## src/rtl/bin2bcd_pkg.sv

```systemverilog
// Shared types and constants for the sequential binary-to-BCD converter.
package bin2bcd_pkg;

    typedef enum logic [1:0] {
        IDLE  = 2'd0,
        SHIFT = 2'd1,
        DONE  = 2'd2
    } state_t;

    localparam int       BCD_DIGITS     = 3;
    localparam int       SCR_W          = 4 * BCD_DIGITS;
    localparam int       CNT_W          = 4;
    localparam bit [7:0] BCD_CLAMP      = 8'h99;
    localparam bit [3:0] BCD_ADJ_THRESH = 4'd5;

endpackage

```

## src/rtl/bin2bcd_seq_if.sv

```systemverilog
// Start/operand request and BCD result bundle between a requester and bin2bcd_seq.
interface bin2bcd_seq_if #(
    parameter int BW = 7,
    parameter int AW = 8
);
    logic          start;
    logic [BW-1:0] bin;
    logic          busy;
    logic          done;
    logic [AW-1:0] bcd;
    logic          ovf;

    modport master (output start, bin, input busy, done, bcd, ovf);
    modport slave  (input start, bin, output busy, done, bcd, ovf);
endinterface

```

## src/rtl/bin2bcd_seq_digit_adjust.sv

```systemverilog
// One double-dabble correction step: add 3 to a BCD nibble that is 5 or more.
module bcd_digit_adjust
    import bin2bcd_pkg::*;
(
    input  logic [3:0] digit,
    output logic [3:0] adjusted
);
    assign adjusted = (digit >= BCD_ADJ_THRESH) ? digit + 4'd3 : digit;
endmodule

```

## src/rtl/bin2bcd_seq.sv

```systemverilog
// Iterative double-dabble binary-to-BCD converter, one operand bit per clock.
// Optional BIN2BCD_CLAMP_EN: saturate bcd to 99 when the value exceeds 99.
module bin2bcd_seq
    import bin2bcd_pkg::*;
#(
    parameter int BW = 7,
    parameter int AW = 8
) (
    input  logic          clk,
    input  logic          reset,
    bin2bcd_seq_if.slave  bus
);

    state_t              state_reg, state_next;
    logic [BW-1:0]       operand_reg, operand_next;
    logic [SCR_W-1:0]    scratch_reg, scratch_next;
    logic [SCR_W-1:0]    scratch_adj;
    logic [CNT_W-1:0]    cnt_reg, cnt_next;
    logic [AW-1:0]       bcd_reg, bcd_next;
    logic                ovf_reg, ovf_next;
    logic [SCR_W+BW-1:0] shift_vec;
    logic [AW-1:0]       result_bcd;
    logic                result_ovf;

    genvar gi;
    generate
        for (gi = 0; gi < BCD_DIGITS; gi++) begin : g_adj
            bcd_digit_adjust u_adj (
                .digit    (scratch_reg[gi*4 +: 4]),
                .adjusted (scratch_adj[gi*4 +: 4])
            );
        end
    endgenerate

    // Adjust happens before the shift, so the result is taken from the shifted vector.
    assign shift_vec  = {scratch_adj, operand_reg} << 1;
    assign result_ovf = |shift_vec[SCR_W+BW-1 : BW+8];

`ifdef BIN2BCD_CLAMP_EN
    assign result_bcd = result_ovf ? AW'(BCD_CLAMP) : shift_vec[BW +: AW];
`else
    assign result_bcd = shift_vec[BW +: AW];
`endif

    always_ff @(posedge clk) begin
        if (reset) begin
            state_reg   <= IDLE;
            operand_reg <= '0;
            scratch_reg <= '0;
            cnt_reg     <= '0;
            bcd_reg     <= '0;
            ovf_reg     <= 1'b0;
        end else begin
            state_reg   <= state_next;
            operand_reg <= operand_next;
            scratch_reg <= scratch_next;
            cnt_reg     <= cnt_next;
            bcd_reg     <= bcd_next;
            ovf_reg     <= ovf_next;
        end
    end

    always_comb begin
        state_next   = state_reg;
        operand_next = operand_reg;
        scratch_next = scratch_reg;
        cnt_next     = cnt_reg;
        bcd_next     = bcd_reg;
        ovf_next     = ovf_reg;
        case (state_reg)
            IDLE, DONE: begin
                if (bus.start) begin
                    operand_next = bus.bin;
                    scratch_next = '0;
                    cnt_next     = '0;
                    state_next   = SHIFT;
                end else begin
                    state_next   = IDLE;
                end
            end
            SHIFT: begin
                scratch_next = shift_vec[SCR_W+BW-1 : BW];
                operand_next = shift_vec[BW-1:0];
                cnt_next     = cnt_reg + 1'b1;
                if (cnt_reg == CNT_W'(BW - 1)) begin
                    state_next = DONE;
                    bcd_next   = result_bcd;
                    ovf_next   = result_ovf;
                end
            end
            default: state_next = IDLE;
        endcase
    end

    assign bus.busy = (state_reg == SHIFT);
    assign bus.done = (state_reg == DONE);
    assign bus.bcd  = bcd_reg;
    assign bus.ovf  = ovf_reg;

endmodule

```

## src/flat_wrapper.sv

```systemverilog
// flat-port wrapper written by rule: the top's interface ports become plain ports
module bin2bcd_seq_flat import bin2bcd_pkg::*;
#(
    parameter int BW = 7,
    parameter int AW = 8
)
  (clk, reset, bus_start, bus_bin, bus_busy, bus_done, bus_bcd, bus_ovf);
  bin2bcd_seq_if #(.BW(BW), .AW(AW)) bus_i ();
  input  logic clk;
  input  logic reset;
  input wire logic [$bits(bus_i.start)-1:0] bus_start;
  input wire logic [$bits(bus_i.bin)-1:0] bus_bin;
  output wire logic [$bits(bus_i.busy)-1:0] bus_busy;
  output wire logic [$bits(bus_i.done)-1:0] bus_done;
  output wire logic [$bits(bus_i.bcd)-1:0] bus_bcd;
  output wire logic [$bits(bus_i.ovf)-1:0] bus_ovf;
  assign bus_i.start = bus_start;
  assign bus_i.bin = bus_bin;
  assign bus_busy = bus_i.busy;
  assign bus_done = bus_i.done;
  assign bus_bcd = bus_i.bcd;
  assign bus_ovf = bus_i.ovf;
  bin2bcd_seq #(.BW(BW), .AW(AW)) u_core (.clk(clk), .reset(reset), .bus(bus_i));
endmodule
```

## config.mk

```make
export PLATFORM = sky130hd
export DESIGN_NAME = bin2bcd_seq_flat
export DESIGN_NICKNAME = d
export VERILOG_FILES = /design/src/rtl/bin2bcd_pkg.sv /design/src/rtl/bin2bcd_seq_if.sv /design/src/rtl/bin2bcd_seq_digit_adjust.sv /design/src/rtl/bin2bcd_seq.sv /design/src/flat_wrapper.sv
export SDC_FILE = /design/constraint.sdc
export NUM_CORES = 1
export LEC_CHECK = 0
export CAP_MARGIN = 10
export CORE_MARGIN = 5
export CORE_UTILIZATION = 40
export CTS_BUF_LIST = sky130_fd_sc_hd__clkbuf_2 sky130_fd_sc_hd__clkbuf_4 sky130_fd_sc_hd__clkbuf_8
export CTS_CLUSTER_SIZE = 8
export DETAILED_ROUTE_END_ITERATION = 16
export HOLD_SLACK_MARGIN = 0.06
export SLEW_MARGIN = 20
export SYNTH_ARGS = -nofsm -noshare
export SYNTH_HDL_FRONTEND = slang
export SYNTH_HIERARCHICAL = 1
export SYNTH_SLANG_ARGS = --single-unit
export TNS_END_PERCENT = 20
```

## constraint.sdc

```tcl
create_clock -name clk -period 1.4 [get_ports clk]
set_input_delay 0.28 -clock clk [delete_from_list [all_inputs] [get_ports clk]]
set_output_delay 0.28 -clock clk [all_outputs]
set_load 0.01 [all_outputs]
```

==> impl_metrics.env, run 1 <==
export IMPL_cts_made_buffers=5
export IMPL_cts_sinks=34
export IMPL_dieWidth_um=73.8
export IMPL_io_pins=21
export IMPL_pre_cts_ws_ns=-0.140
export IMPL_port_buffers=20
export IMPL_synth_nets=221
export IMPL_overflow=0
export IMPL_syn_cell_area_um2=1630
export IMPL_cp_max_fo=3
export IMPL_startpoint_type="flop"
export IMPL_slew_limit_headroom_pct=72.0
export IMPL_vias=1564
export IMPL_ctsHtreeMaxLevel=2
export IMPL_syn_area_per_cell_um2=8.02
export IMPL_min_to="u_core/scratch_reg[0]$_SDFFE_PP0P_"
export IMPL_grt_start_max_net_pins=35
export IMPL_wl_mm=4.17
export IMPL_drv_cap=0
export IMPL_reg2reg_depth=7
export IMPL_viasPerCell=5.32
export IMPL_fp_dieH_um=73.8
export IMPL_coreArea_um2=3970
export IMPL_layout_common_cells="nand3_1, a21oi_1, dfxtp_1"
export IMPL_drive_gt1_share_pct=30.3
export IMPL_routabilityCongestion=0.874
export IMPL_hold_viol=0
export IMPL_worstSkewPairLatency_ns=0.28
export IMPL_antenna_found_initial=0
export IMPL_hpwlAfterDp_mm=2.59
export IMPL_holdBufCountCts=0
export IMPL_finalMaxSlewViolations=0
export IMPL_finClkSkew_ns=0.00244
export IMPL_finalCritPeriodShare_pct=111
export IMPL_detail_route_first_pass_iterations=4
export IMPL_antenna_left=0
export IMPL_routedWlPerCell_um=14.2
export IMPL_reg2reg_to="u_core/bus.ovf$_SDFFE_PP0P_"
export IMPL_synthCells=203
export IMPL_antenna_cells=0
export IMPL_hp_class="flop to flop"
export IMPL_max_freq_mhz=641
export IMPL_tightest_slew_ns=0.416
export IMPL_cts_root_buf="clkbuf_8"
export IMPL_largest_reg_flops=12
export IMPL_min_path_cells=2
export IMPL_status="complete, but fails checks"
export IMPL_synth_warnings=6
export IMPL_ir_drop_mv=0.543
export IMPL_min_period_ns=1.56
export IMPL_fp_row_count=23
export IMPL_area_growth_syn_to_layout_pct=41.5
export IMPL_drc=0
export IMPL_finalSetupTns_ns=-0.401
export IMPL_rsz0062_at_grt="true"
export IMPL_grt_pass1_vias=1519
export IMPL_grt_pass1_wl_mm=6.60
export IMPL_drtIter0Drc=78
export IMPL_cp_end_kind="flop"
export IMPL_finalSetupViolations=7
export IMPL_reg2reg_from="u_core/scratch_reg[9]$_SDFFE_PP0P_"
export IMPL_violations="setup timing"
export IMPL_hold_start="u_core/operand_reg[6]$_SDFFE_PP0P_"
export IMPL_setup_slack_ns=-0.160
export IMPL_gr_usage_all_layers_pct=15.9
export IMPL_clk_pin_slew_ns=0.06
export IMPL_dieArea_um2=5440
export IMPL_worst_ep_required_time_ns=1.59
export IMPL_final_nets=262
export IMPL_layout_commonest_cell="nand3_1"
export IMPL_reg2reg_slack_ns=-0.16
export IMPL_powerDensity_nw_per_um2=833
export IMPL_clockBufferDepth=2
export IMPL_power_leakage_nw=0.885
export IMPL_cts_tree="yes"
export IMPL_critPathArrivalTime_ns=1.75
export IMPL_criticalPathCategory="flop to flop"
export IMPL_floorplan_initialDensity_pct=41.0
[power by group]
part | total [mW] | internal [mW] | switching [mW]
Sequential | 0.999 | 0.986 | 0.0132
Clock | 0.706 | 0.381 | 0.325
Combinational | 0.213 | 0.0919 | 0.121
[repair_timing]
item | 4_1_cts | 5_1_grt
gates resized for setup | 22 | 34
setup buffers | 1 | 7
endpoints found under the setup margin | 18 | 20
pin swaps | 5 | 7
[metal layers]
metal,share of wire (%),track usage (%)
met4,1.4,7.24
met3,4.0,4.51
met2,53,27.1
met1,42,18.4
met5,0,0
[cell type report]
class | instances | area, µm²
fill | 342 | 1670
sequential | 34 | 691
tap | 50 | 62.6
clock buffer | 7 | 83.8
inverter | 8 | 35.0
multi-input combinational | 147 | 1010
timing repair buffer | 48 | 423
[per-stage QoR]
stage / hold slack, ns / instance area [µm²] / power [mW] / cells / utilization (%)
finish: 0.472 / 2300 / 1.92 / 294 / 58.0
global route: 0.491 / 2300 / 2.00 / 294 / 58.0
CTS: 0.472 / 2120 / 1.94 / 287 / 53.3
detailed placement: 0.465 / 2000 / 1.23 / 279 / 50.3
global placement: 0.457 / 2000 / 1.22 / 279 / 50.3
floorplan: 0.416 / 1630 / 1.14 / 203 / -
[worst max-delay path, stage by stage (launching register included)]
cell	delay (ns)
dfxtp_2	0.32
inv_2	0.08
ha_2	0.22
nand2b_4	0.07
a21oi_4	0.15
mux2i_2	0.30
nor4_2	0.08
a311oi_1	0.25
[worst max-delay path by stage]
| stage | startpoint | endpoint | depth (start not counted) |
|---|---|---|---|
| after global routing | u_core/scratch_reg[5]$_SDFFE_PP0P_ | u_core/bus.ovf$_SDFFE_PP0P_ | 5 |
| final | u_core/scratch_reg[9]$_SDFFE_PP0P_ | u_core/bus.ovf$_SDFFE_PP0P_ | 7 |
| after detailed placement | u_core/scratch_reg[9]$_SDFFE_PP0P_ | u_core/bus.ovf$_SDFFE_PP0P_ | 7 |
| after CTS | u_core/scratch_reg[5]$_SDFFE_PP0P_ | u_core/scratch_reg[6]$_SDFFE_PP0P_ | 7 |
| after global placement | u_core/scratch_reg[9]$_SDFFE_PP0P_ | u_core/bus.ovf$_SDFFE_PP0P_ | 7 |
| after floorplan | u_core/scratch_reg[9]$_SDFFE_PP0P_ | u_core/bus.ovf$_SDFFE_PP0P_ | 7 |
No activity file was read; power rests on OpenSTA's default activity.
==> run 2, diff against run 1 <==
--- a/config.mk
+++ b/config.mk
@@ -6,12 +6,16 @@
 export NUM_CORES = 1
 export LEC_CHECK = 0
 export CAP_MARGIN = 10
+export CELL_PAD_IN_SITES_DETAIL_PLACEMENT = 2
+export CELL_PAD_IN_SITES_GLOBAL_PLACEMENT = 2
+export CORE_ASPECT_RATIO = 0.5
 export CORE_MARGIN = 5
-export CORE_UTILIZATION = 40
+export CORE_UTILIZATION = 30
 export CTS_BUF_LIST = sky130_fd_sc_hd__clkbuf_2 sky130_fd_sc_hd__clkbuf_4 sky130_fd_sc_hd__clkbuf_8
 export CTS_CLUSTER_SIZE = 8
 export DETAILED_ROUTE_END_ITERATION = 16
 export HOLD_SLACK_MARGIN = 0.06
+export PLACE_DENSITY_LB_ADDON = 0.1
 export SLEW_MARGIN = 20
 export SYNTH_ARGS = -nofsm -noshare
 export SYNTH_HDL_FRONTEND = slang
==> run 2 against run 1 <==
- the run still ends with setup timing left
- non-clock buffer count did not move
- final area increased by 2.8%
- global-route usage shrank 0.46 points
- sequential power about the same
- combinational power grew 6%
- register-to-register slack barely moved
- first-iteration DRC count fell by 35%
- utilization decreased by 11 points
- routed wire length increased by 29%
- count of clock-buffer cells in the layout did not move
- largest cell class unchanged
- largest power group unchanged
==> impl_metrics.env, run 2 (synthesis results as in run 1) <==
export IMPL_cp_end_kind="flop"
export IMPL_status="complete, but fails checks"
export IMPL_hold_start="u_core/operand_reg[4]$_SDFFE_PP0P_"
export IMPL_finalCritPeriodShare_pct=112
export IMPL_max_freq_mhz=636
export IMPL_ir_drop_mv=0.384
export IMPL_violations="setup timing"
export IMPL_grt_pass1_vias=1751
export IMPL_cts_sinks=34
export IMPL_powerDensity_nw_per_um2=856
export IMPL_reg2reg_depth=8
export IMPL_drive_gt1_share_pct=30.2
export IMPL_fp_row_count=18
export IMPL_power_total_mw=2.03
export IMPL_finalSetupViolations=6
export IMPL_fin_util_pct=46.5
export IMPL_layout_commonest_cell="a21oi_1"
export IMPL_antenna_cells=0
export IMPL_worst_ep_required_time_ns=1.63
export IMPL_cp_max_fo=3
export IMPL_routedWlPerCell_um=17.1
export IMPL_critPathArrivalTime_ns=1.80
export IMPL_detail_route_first_pass_iterations=4
export IMPL_io_pins=21
export IMPL_cts_made_buffers=5
export IMPL_power_leakage_nw=0.888
export IMPL_pre_cts_ws_ns=-0.172
export IMPL_worstSkewPairLatency_ns=0.29
export IMPL_reg2reg_from="u_core/scratch_reg[9]$_SDFFE_PP0P_"
export IMPL_port_buffers=20
export IMPL_dieArea_um2=7090
export IMPL_holdBufCountCts=0
export IMPL_wl_mm=5.38
export IMPL_hp_class="flop to flop"
export IMPL_min_to="u_core/operand_reg[4]$_SDFFE_PP0P_"
export IMPL_hold_viol=0
export IMPL_grt_pass1_wl_mm=8.41
export IMPL_drc=0
export IMPL_min_period_ns=1.57
export IMPL_clockBufferDepth=2
export IMPL_cts_root_buf="clkbuf_8"
export IMPL_min_path_cells=2
export IMPL_antenna_left=0
export IMPL_floorplan_initialDensity_pct=32.0
export IMPL_layout_common_cells="a21oi_1, nand3_1, dfxtp_1"
export IMPL_gr_usage_all_layers_pct=15.5
export IMPL_antenna_found_initial=0
export IMPL_fp_dieH_um=62.1
export IMPL_whs_ns=0.469
export IMPL_setup_slack_ns=-0.173
export IMPL_clk_pin_slew_ns=0.07
export IMPL_slew_limit_headroom_pct=77.1
export IMPL_largest_reg_flops=12
export IMPL_finalMaxSlewViolations=0
export IMPL_grt_start_max_net_pins=35
export IMPL_vias=1609
export IMPL_viasPerCell=5.11
export IMPL_reg2reg_slack_ns=-0.17
export IMPL_cts_tree="yes"
export IMPL_dieWidth_um=114
export IMPL_startpoint_type="flop"
export IMPL_overflow=0
export IMPL_coreArea_um2=5090
export IMPL_criticalPathCategory="flop to flop"
export IMPL_ctsHtreeMaxLevel=2
export IMPL_tightest_slew_ns=0.339
export IMPL_final_nets=262
export IMPL_drv_cap=0
export IMPL_finClkSkew_ns=0.00612
export IMPL_area_growth_syn_to_layout_pct=45.4
export IMPL_routabilityCongestion=0.716
export IMPL_drtIter0Drc=51
export IMPL_hpwlAfterDp_mm=3.24
export IMPL_rsz0062_at_grt="true"
export IMPL_reg2reg_to="u_core/scratch_reg[10]$_SDFFE_PP0P_"
[run 2: worst max-delay path: stages (launching register included)]
cell and delay, ns:
dfxtp_2 0.35, inv_4 0.05, ha_4 0.15, nand2b_4 0.14, a21oi_4 0.16, mux2i_2 0.30, buf_4 0.16, nand2_2 0.04
a21oi_2 0.15
[run 2: worst max-delay path by stage]
stage | to | startpoint | slack (ns)
final | u_core/scratch_reg[10]$_SDFFE_PP0P_ | u_core/scratch_reg[9]$_SDFFE_PP0P_ | -0.17
after global routing | u_core/scratch_reg[10]$_SDFFE_PP0P_ | u_core/scratch_reg[9]$_SDFFE_PP0P_ | -0.24
after CTS | u_core/bus.ovf$_SDFFE_PP0P_ | u_core/scratch_reg[9]$_SDFFE_PP0P_ | -0.13
after detailed placement | u_core/bus.ovf$_SDFFE_PP0P_ | u_core/scratch_reg[9]$_SDFFE_PP0P_ | -0.17
after global placement | u_core/bus.bcd[2]$_SDFFE_PP0P_ | u_core/scratch_reg[1]$_SDFFE_PP0P_ | -0.06
after floorplan | u_core/bus.ovf$_SDFFE_PP0P_ | u_core/scratch_reg[9]$_SDFFE_PP0P_ | 0.0007
[run 2: final cells by class]
| type | count | area [µm²] |
|---|---|---|
| Multi-Input combinational cell | 147 | 1020 |
| Tap cell | 70 | 87.6 |
| Timing Repair Buffer | 48 | 438 |
| Sequential cell | 34 | 693 |
| Inverter | 8 | 37.5 |
| Fill cell | 585 | 2720 |
| Clock buffer | 7 | 90.1 |
| Clock inverter | 1 | 5.00 |
[run 2: power by group]
part	switching [mW]	leakage [nW]	internal [mW]
clock	0.386	0.0517	0.417
sequential	0.0134	0.279	0.984
combinational	0.128	0.557	0.0978
[run 2: timing repair]
action	CTS	global route
setup buffers	2	2
pin swaps	8	6
setup endpoints to repair	24	18
resized for setup	35	22
[run 2: per-stage QoR]
stage | cells | TNS [ns] | area, µm²
global placement | 303 | -0.153 | 2060
detailed placement | 303 | -0.854 | 2060
CTS | 313 | -0.409 | 2280
global route | 315 | -1.33 | 2370
finish | 315 | -0.575 | 2370
floorplan | 203 | 0 | 1630
[run 2: per-layer routing]
metal,GRT usage [%],share of wire [%],vias to the layer above
li1,-,-,785
met1,18.2,46,786
met2,28.7,49,31
met3,3.77,3.7,7
met4,5.08,1.3,0
met5,0,0,-
==> edit 1, RTL diff (settings of run 1) <==
`BW` is set to 7 in 3 places; all go to 9.
--- a/src/rtl/bin2bcd_seq_if.sv
+++ b/src/rtl/bin2bcd_seq_if.sv
@@ -1,6 +1,6 @@
 // Start/operand request and BCD result bundle between a requester and bin2bcd_seq.
 interface bin2bcd_seq_if #(
-    parameter int BW = 7,
+    parameter int BW = 9,
     parameter int AW = 8
 );
     logic          start;
--- a/src/rtl/bin2bcd_seq.sv
+++ b/src/rtl/bin2bcd_seq.sv
@@ -3,7 +3,7 @@
 module bin2bcd_seq
     import bin2bcd_pkg::*;
 #(
-    parameter int BW = 7,
+    parameter int BW = 9,
     parameter int AW = 8
 ) (
     input  logic          clk,
--- a/src/flat_wrapper.sv
+++ b/src/flat_wrapper.sv
@@ -1,7 +1,7 @@
 // flat-port wrapper written by rule: the top's interface ports become plain ports
 module bin2bcd_seq_flat import bin2bcd_pkg::*;
 #(
-    parameter int BW = 7,
+    parameter int BW = 9,
     parameter int AW = 8
 )
   (clk, reset, bus_start, bus_bin, bus_busy, bus_done, bus_bcd, bus_ovf);
Interface: changed (resized bus_bin); port bits go from 21 to 23. The function was not compared with the original's and may differ.
==> edit 1 against run 1 <==
- the run still ends with setup timing left
- core utilization shrank 1.5 points
- area after synthesis up 13%
- total power up 10%
- clock power grew 13%
- routed wire length is 5.7% lower
- cell area up 8.4%
- worst setup slack gained 0.065 ns
- sequential cell count increased by 2
- fmax rose by 4.4%
- count of clock-buffer cells in the layout stayed put
- global-route usage shrank 2.6 points
- sequential power is 7% higher
- critical path type unchanged
- largest cell class unchanged
- highest routed layer unchanged
==> edit 1: results (changes against run 1) <==
setup slack after layout -0.0953 ns (+0.0651 ns); fraction of layout cells with a size suffix above 1 27.5% (-2.8 points); Switch Pwr 0.509 mW (+11%); WHS 0.465 ns (-0.00668 ns); Tot GR Track Use 13.3% (-2.6 points); largest net degree at the start of global routing 28 (-20%); Post-Syn Instances 213 (+4.9%); Worst Skew 0.00559 ns (+0.00315 ns); Inst Count DP 300 (+7.5%); final setup violation count 4 (-3); critical path type flip-flop to flip-flop; vias per cell 5.04 (-5.3%); Root Buffer clkbuf_8; Pleak 1.01 nW (+14%); wl on met1 1.79 mm (+2.5%); Met2 Wirelength 1.86 mm (-16%); routed length on met3 212 um (+27%); placement-stage worst setup slack -0.179 ns (-0.0388 ns); met3 usage 4.86% (+0.35 points); syn nets 233 (+5.4%); Placement Cell Area 0.00227 mm2 (+14%); failing checks setup timing; final-layout fill cell count 404 (+18%); WL final 3.93 mm (-5.7%); status finished with violations; Post-DP HPWL 2.70 mm (+4.3%); # port buffers 22 (+10%); Setup TNS -0.232 ns (+0.169 ns); met2 Track Usage GR 22.1% (-4.9 points); vias in the first global route 1481 (-2.5%); FF+latch area 727 um2 (+5.3%); global-route wire length before repair 6.53 mm (-1.0%); Non-Filler Instances 310 (+5.4%); drt initial violations 43 (-45%); VDD IR max 0.471 mV (-13%)
## edit 1: worst reg2reg max path: stages, from the launching register on
cell and delay (ns):
dfxtp_2 0.33, inv_2 0.04, ha_2 0.15, nand2b_4 0.14, a21oi_4 0.16, mux2i_2 0.29, nor4_2 0.06, o41ai_1 0.22
## edit 1: timing repair
action                     4_1_cts  5_1_grt
setup buffers                    2        1
setup endpoints to repair       18       16
hold buffers                     0        0
gates resized for setup         28       17
pin swaps                        5        6
## edit 1: power by group through the flow
stage	Combinational, mW	Sequential (mW)	Clock, mW
3_3_place_gp	0.245	1.09	0
6_report	0.249	1.07	0.800
4_1_cts	0.249	1.07	0.835
3_5_place_dp	0.245	1.09	0
2_1_floorplan	0.154	1.09	0
5_1_grt	0.272	1.07	0.872
## edit 1: final cells by class
class | instances | area share (%)
inverters | 9 | 1.65
repair buffers | 52 | 18.3
multi-input cells | 154 | 44.4
clock buffers | 7 | 3.86
well taps | 52 | 2.61
flip-flops and latches | 36 | 29.1
==> edit 2, RTL diff (config.mk and constraints of run 1) <==
Made on the original files. Reset style: asynchronous (`reset`), changed in one clocked block.
--- a/src/rtl/bin2bcd_seq.sv
+++ b/src/rtl/bin2bcd_seq.sv
@@ -42,7 +42,7 @@
     assign result_bcd = shift_vec[BW +: AW];
 `endif
 
-    always_ff @(posedge clk) begin
+    always_ff @(posedge clk or posedge reset) begin
         if (reset) begin
             state_reg   <= IDLE;
             operand_reg <= '0;
Formal check against the unedited RTL: differs if reset is asserted again (counterexample within 4 cycles, from zero or initial values and one cycle with reset high); with reset held inactive, the same outputs for 10 cycles.
==> edit 2 against run 1 <==
- the flow still finishes with violations (setup timing)
- worst setup slack worse by 0.29 ns
- routed wire length is 4.3% lower
- critical path depth stayed put
- sequential cell count stayed put
- area after synthesis is 0.85% higher
- cell area is 4.1% higher
Power is left out: it rests on default switching activity, and per cell area and clock period it moved more than threefold.
==> edit 2: results (changes against run 1) <==
Post-Syn Instances 148 (-27%); syn nets 166 (-25%); Post-layout nets 217 (-17%); # port buffers 20 (unchanged); Setup TNS -1.15 ns (-0.747 ns); max reg flops 12 (unchanged); status finished with violations; fraction of layout cells with a size suffix above 1 39.0% (+8.7 points); Num CTS Buffers 5 (unchanged); Synthesis Warnings 6 (unchanged); largest net degree at the start of global routing 35 (unchanged); Post-DP HPWL 2.60 mm (+0.46%); final-layout fill cell count 318 (-7.0%); H-tree depth 2 (unchanged); DR WL/cell 16.0 um (+13%); Crit Reg-Reg Endpoint u_core/bus.ovf; drt initial violations 66 (-15%); drt pass-1 iters 4 (unchanged); Worst EP arrival 2.02 ns (+0.27 ns); RD Place Congestion 0.748 (-14%); Non-Filler Instances 250 (-15%); final setup violation count 15 (+8); vias per cell 5.19 (-2.5%); Tot GR Track Use 15.8% (-0.14 points); Reg-to-Reg Start u_core/scratch_reg[9]; initial antenna violation count 0 (unchanged); R2R cell count 7 (unchanged); Root Buffer clkbuf_8; failing checks setup timing; Worst-Skew Late Latency 0.27 ns; Worst Skew 0.00624 ns (+0.00381 ns); Worst-path clk slew 0.07 ns; vias in the first global route 1433 (-5.7%); global-route wire length before repair 6.65 mm (+0.73%); Inst Count DP 236 (-15%); diodes inserted 0 (unchanged); setup slack after layout -0.452 ns (-0.292 ns); CP Max Fanout 3 (unchanged); Placement Cell Area 0.00210 mm2 (+5.1%); pin slew with the least headroom to its limit 0.340 ns (-0.0766 ns); worst min-delay path category input pin to asynchronous set/reset pin; clk buf depth 2 (unchanged)
==> edit 2: final cells by class <==
class / instances / area [um2] / area share [%]
Tap cell: 50 / 62.6 / 2.61
Clock buffer: 7 / 83.8 / 3.50
Timing Repair Buffer: 50 / 449 / 18.7
Clock inverter: 1 / 30.0 / 1.25
Sequential cell: 34 / 853 / 35.6
Multi-Input combinational cell: 99 / 886 / 36.9
Inverter: 9 / 33.8 / 1.41
==> edit 2: per-stage QoR <==
step / hold slack (ns) / util, % / worst slack, ns
finish: 0.343 / 60.0 / -0.452
global route: 0.359 / 60.0 / -0.518
CTS: 0.345 / 57.4 / -0.442
detailed placement: 0.488 / 52.5 / -0.472
global placement: 0.483 / 52.5 / -0.378
floorplan: 0.408 / - / -0.368
==> edit 2: critical path, stage by stage, from the launching register on <==
cell and delay [ns]:
dfrtp_1 0.36, inv_2 0.07, ha_2 0.18, nand2b_4 0.14, a21oi_4 0.16, xnor2_2 0.09
or4_1 0.48, mux2_4 0.27
==> edit 2: what timing repair did <==
item                                    in CTS  in global routing
resized for setup                           35                 21
setup buffers                                4                  2
endpoints found under the setup margin      35                 23
cloned                                       0                  0
pin swaps                                    3                  2
hold buffers                                 0                  0
==> edit 2: metal layers <==
metal,track usage [%],part of all wire [%],vias to the layer above
met5,0,0,-
met4,4.02,0.90,0
met3,4.59,3.1,4
met2,28.2,54,20
met1,18.5,42,658
li1,-,-,615
==> edit 2: worst max-delay path by stage <==
| stage | slack [ns] | from | depth (start not counted) | to |
|---|---|---|---|---|
| 2_1_floorplan | -0.37 | u_core/scratch_reg[8] | 7 | u_core/bus.ovf |
| 3_3_place_gp | -0.38 | u_core/scratch_reg[9] | 7 | u_core/bus.ovf |
| 3_5_place_dp | -0.47 | u_core/scratch_reg[9] | 7 | u_core/bus.ovf |
| 4_1_cts | -0.44 | u_core/scratch_reg[9] | 7 | u_core/bus.ovf |
| 5_1_grt | -0.52 | u_core/scratch_reg[8] | 6 | u_core/bus.ovf |
| 6_report | -0.45 | u_core/scratch_reg[9] | 7 | u_core/bus.ovf |
